$ cat src/rtl/clic_gateway_array.sv
// Per-source CLIC interrupt gateway: input synchronizers, level/edge trigger
// handling with polarity, and the pending (clicintip) bits fed to the arbiter.
module clic_gateway_array #(
  parameter int unsigned N_SOURCE    = 256,
  parameter int unsigned SYNC_STAGES = 2,
  localparam int unsigned SrcWidth   = $clog2(N_SOURCE)
) (
  input  logic                     clk_i,
  input  logic                     rst_i,
  input  logic [N_SOURCE-1:0]      intr_src_i,
  input  logic [N_SOURCE-1:0][1:0] trig_i,
  input  logic [N_SOURCE-1:0]      claim_i,
  input  logic                     sw_we_i,
  input  logic [SrcWidth-1:0]      sw_idx_i,
  input  logic                     sw_ip_i,
  output logic                     sw_ip_o,
  output logic [N_SOURCE-1:0]      ip_o,
  output logic [N_SOURCE-1:0]      le_o
);

  logic [N_SOURCE-1:0] sync_out;
  logic [N_SOURCE-1:0] prev_q;
  logic [N_SOURCE-1:0] ip_q;
  logic [N_SOURCE-1:0] ip_d;
  logic [N_SOURCE-1:0] edge_det;
  logic                sw_in_range;

  if (SYNC_STAGES == 0) begin : g_nosync
    assign sync_out = intr_src_i;
  end else begin : g_sync
    logic [SYNC_STAGES-1:0][N_SOURCE-1:0] sync_q;

    always_ff @(posedge clk_i) begin
      if (rst_i) begin
        sync_q <= '0;
      end else begin
        sync_q[0] <= intr_src_i;
        for (int k = 1; k < SYNC_STAGES; k++) begin
          sync_q[k] <= sync_q[k-1];
        end
      end
    end

    assign sync_out = sync_q[SYNC_STAGES-1];
  end

  // Edges use the raw synced value, so the zero reset state of prev_q never
  // looks like a falling edge on a negative-polarity line.
  always_comb begin
    for (int i = 0; i < N_SOURCE; i++) begin
      le_o[i]     = trig_i[i][0];
      edge_det[i] = trig_i[i][1] ? (~sync_out[i] & prev_q[i]) : (sync_out[i] & ~prev_q[i]);
      ip_d[i]     = ip_q[i];
      if (!trig_i[i][0]) begin
        ip_d[i] = sync_out[i] ^ trig_i[i][1];
      end else if (edge_det[i]) begin
        ip_d[i] = 1'b1;
      end else if (sw_we_i && (sw_idx_i == SrcWidth'(i))) begin
        ip_d[i] = sw_ip_i;
      end else if (claim_i[i]) begin
        ip_d[i] = 1'b0;
      end
    end
  end

  always_ff @(posedge clk_i) begin
    if (rst_i) begin
      prev_q <= '0;
      ip_q   <= '0;
    end else begin
      prev_q <= sync_out;
      ip_q   <= ip_d;
    end
  end

  assign sw_in_range = (32'(sw_idx_i) < N_SOURCE);
  assign sw_ip_o     = sw_in_range ? ip_q[sw_idx_i] : 1'b0;
  assign ip_o        = ip_q;

endmodule

$ cat config.mk
export PLATFORM = sky130hd
export DESIGN_NAME = clic_gateway_array
export DESIGN_NICKNAME = d
export VERILOG_FILES = /design/src/rtl/clic_gateway_array.sv
export SDC_FILE = /design/constraint.sdc
export NUM_CORES = 2
export LEC_CHECK = 0
export BUFFER_PORTS_ARGS = -buffer_cell sky130_fd_sc_hd__buf_2
export CAP_MARGIN = 10
export CELL_PAD_IN_SITES_DETAIL_PLACEMENT = 1
export CELL_PAD_IN_SITES_GLOBAL_PLACEMENT = 1
export CORE_AREA = 2 2 601 603
export CTS_CLUSTER_SIZE = 20
export DETAILED_ROUTE_END_ITERATION = 6
export DIE_AREA = 0 0 603 605
export PLACE_DENSITY_LB_ADDON = 0.08
export SETUP_SLACK_MARGIN = 0.02
export SKIP_LAST_GASP = 1
export SYNTH_ARGS = -nofsm -noshare
export SYNTH_HDL_FRONTEND = slang
export SYNTH_SLANG_ARGS = --single-unit
$ cat constraint.sdc
create_clock -name clk_i -period 2.31 [get_ports clk_i]
set_input_delay 0.231 -clock clk_i [delete_from_list [all_inputs] [get_ports clk_i]]
set_output_delay 0.231 -clock clk_i [all_outputs]
set_load 0.02 [all_outputs]
==> metrics.yaml <==
io_pins: 1549
rows: 220
post-route-util: 0.213
cts_sinks: 1024
htree_levels: 4
avgSynthCellArea_um2: 9.27
drc: 0
start_util: 0.124
syn2layout_area_growth_pct: 71.8
place.gp.congestion: 0.783
hp-class: "in -> reg"
worst_path_max_delay_cell: "mux4_2"
grt_use_total: 0.171
path_clk_slew_ns: 0.05
fin_ws_ns: -1.18
ys_types: 34
ys_ff_latch: 1024
drive_gt1_frac: 0.360
drtIter0Drc: 1895
synth_area_mm2: 0.0445
min_period_ns: 3.49
crit_path_max_fanout: 2
wl_um: 325000
crit_buf_inv: 3
crit_family: "simple AND/OR/NAND/NOR gates"
p_sw_w: 0.0148
wl_per_cell_um: 26.0
required_ns: 2.08
synth_cells: 4796
relSlewSlack: 0.633
endpoint_kind: "output pin"
grt_pass1_wl_um: 428000
cts_buffer_depth: 4
p_int_w: 0.0372
status: "finished with violations"
power.leakage_nw: 32.9
maxCapViolCount: 0
violations: "negative setup slack"
vdd.ir_drop.worst_mv: 0.386
dr_total_vias: 46300
power.density_mw_per_mm2: 680
power_frac_clock: 0.460
grt_antenna_before_repair: 168
dp_hpwl_um: 259000
path_cells: "mux4_2 > a22oi_2 > a21oi_2 > buf_4 > nor4_4 > buf_4 > nor3_4 > or3_4 > buf_6"
design.core.area_mm2: 0.358
numPortBuffers: 1548
cp-start-kind: "flip-flop"
placed_cells: 11200
place_area_mm2: 0.0609
power_frac_comb: 0.175
grt_max_degree: 82
gr-total-overflow: 0
fin_nets: 8592
grt_pass1_vias: 49200
tritoncts: "done"
critPathMaxStageDelay_ns: 0.48
layout_commonest_cell: "buf_2"
crit_type: "reg -> out"
clock-root-buffer: "clkbuf_16"
clock_latency_ns: 0.83
design_area_mm2: 0.0764
seq_area_frac_synth: 0.461
setup_viol: 1
fmax_ghz: 0.286
first_pass_iters: 5
worstPathArrival_ns: 3.26
swShare: 0.285
yosys_warnings: 0
final_cell_mix: "buf_2 (1,543), dfxtp_1 (1,013), dlygate4sd3_1 (1,007)"
total_power_w: 0.0520
cts-buffers-inserted: 151
instances_no_fill: 12500
die_w_um: 603
finalMaxSlewViolations: 0
syn_nets: 5832
dieArea_mm2: 0.365
finalHoldViolations: 0
fin_crit_sh: 1.51
vias_per_cell: 3.71
crit_top_cell: "buf_4"
die_h_um: 605
rsz0062_at_grt: "true"
pwr-share-seq: 0.366
tightest_slew_ns: 0.547
skew_ns: 0.0412
antenna_left: 0
## kinds of logic after synthesis
group                  count (synthesis)  share of synthesized area
flip-flops                          1024                      0.461
AND/OR/NAND/NOR                     2054                      0.286
multiplexers                          64                     0.0324
buffers and inverters                526                     0.0668
AO/OA/AOI/OAI                        873                      0.103
XOR/XNOR                             255                     0.0502
## tightest hold or removal path, cell delays in order
cell and delay [ns]:
buf_2 0.07, nand2b_1 0.10, a21oi_1 0.04, o21ai_0 0.17, a21oi_1 0.11
## stage by stage
step | setup slack (ns) | hold WS [ns] | TNS, ns
after global placement | -2.30 | 0.418 | -10.23
after CTS | -1.36 | 0.0104 | -1.36
final | -1.18 | 0.00255 | -1.18
after global routing | -1.38 | 0.000740 | -1.39
after detailed placement | -1.72 | 0.425 | -9.10
after floorplan | 0.0237 | 0.359 | 0
## power by group through the flow
stage / registers, W / clock network, W / logic (W)
floorplan: 0.0197 / 0 / 0.00289
global placement: 0.0194 / 0 / 0.00779
detailed placement: 0.0194 / 0 / 0.00777
CTS: 0.0190 / 0.0251 / 0.00936
global route: 0.0191 / 0.0257 / 0.00976
finish: 0.0190 / 0.0239 / 0.00907
## worst paths after layout
kind,start,endpoint,slack [ns],depth (start not counted)
min,claim_i[44],ip_o[44],0.003,5
min reg2reg,g_sync.sync_q[173],sync_out[173],0.42,1
max reg2reg,sync_out[58],ip_o[58],0.06,5
max,ip_o[47],sw_ip_o,-1.18,9
## area by class of cell
class | count | area (µm²)
Antenna cell | 51 | 128
Sequential cell | 1024 | 20500
Tap cell | 4773 | 5970
Clock inverter | 39 | 494
Timing Repair Buffer | 3130 | 23400
Inverter | 3 | 11.3
Clock buffer | 221 | 4450
Fill cell | 41800 | 282000
Multi-Input combinational cell | 3246 | 21400
## sequential cells by signal, summed over array words and instances (netlist names)
signal,flops
ip_o,256
g_sync.sync_q,256
sync_out,256
prev_q,256
## synthesized netlist by cell type
cell type  number  area, µm²
nor4_2          2       25.0
buf_6           3       33.8
nor2b_1       770       4820
and3_1        229       1430
nand2b_1      290       1810
buf_2           6       30.0
a31oi_1        28        175
xor2_1        255       2230
nor2_1         53        199
a21oi_1       528       2640
or3_1           2       12.5
nand3b_1        2       15.0
clkbuf_1      255        957
o22ai_1         1       6.26
nor3_1          8       40.0
dfxtp_1      1024      20500
a211oi_1        1       7.51
nor4_1          4       25.0
nand3_1       457       2290
buf_4         257       1930
a31o_2         27        236
a22oi_1        32        240
and2_1          1       6.26
nand2_1         4       15.0
inv_1           3       11.3
or2_2           1       6.26
buf_1           2       7.51
mux4_2         64       1440
or4_1           1       7.51
or3b_2        228       2000
nor4b_4         1       23.8
o21ai_1        41        205
nor3_2          1       10.0
o21ai_0       215       1080
## metal layers
| layer | track usage | part of all wire |
|---|---|---|
| met5 | 0 | 0.00075 |
| met4 | 0.0420 | 0.028 |
| met3 | 0.0277 | 0.042 |
| met2 | 0.330 | 0.53 |
| met1 | 0.194 | 0.40 |
## repair_timing
item | 4_1_cts | 5_1_grt
resized for setup | 39 | 19
endpoints found under the setup margin | 1 | 40
endpoints found under the hold margin | 531 | 8
setup buffers | 0 | 10
cloned | 0 | 1
pin swaps | 14 | 3
hold buffers | 1002 | 14
Power figures use the tool's default switching activity.
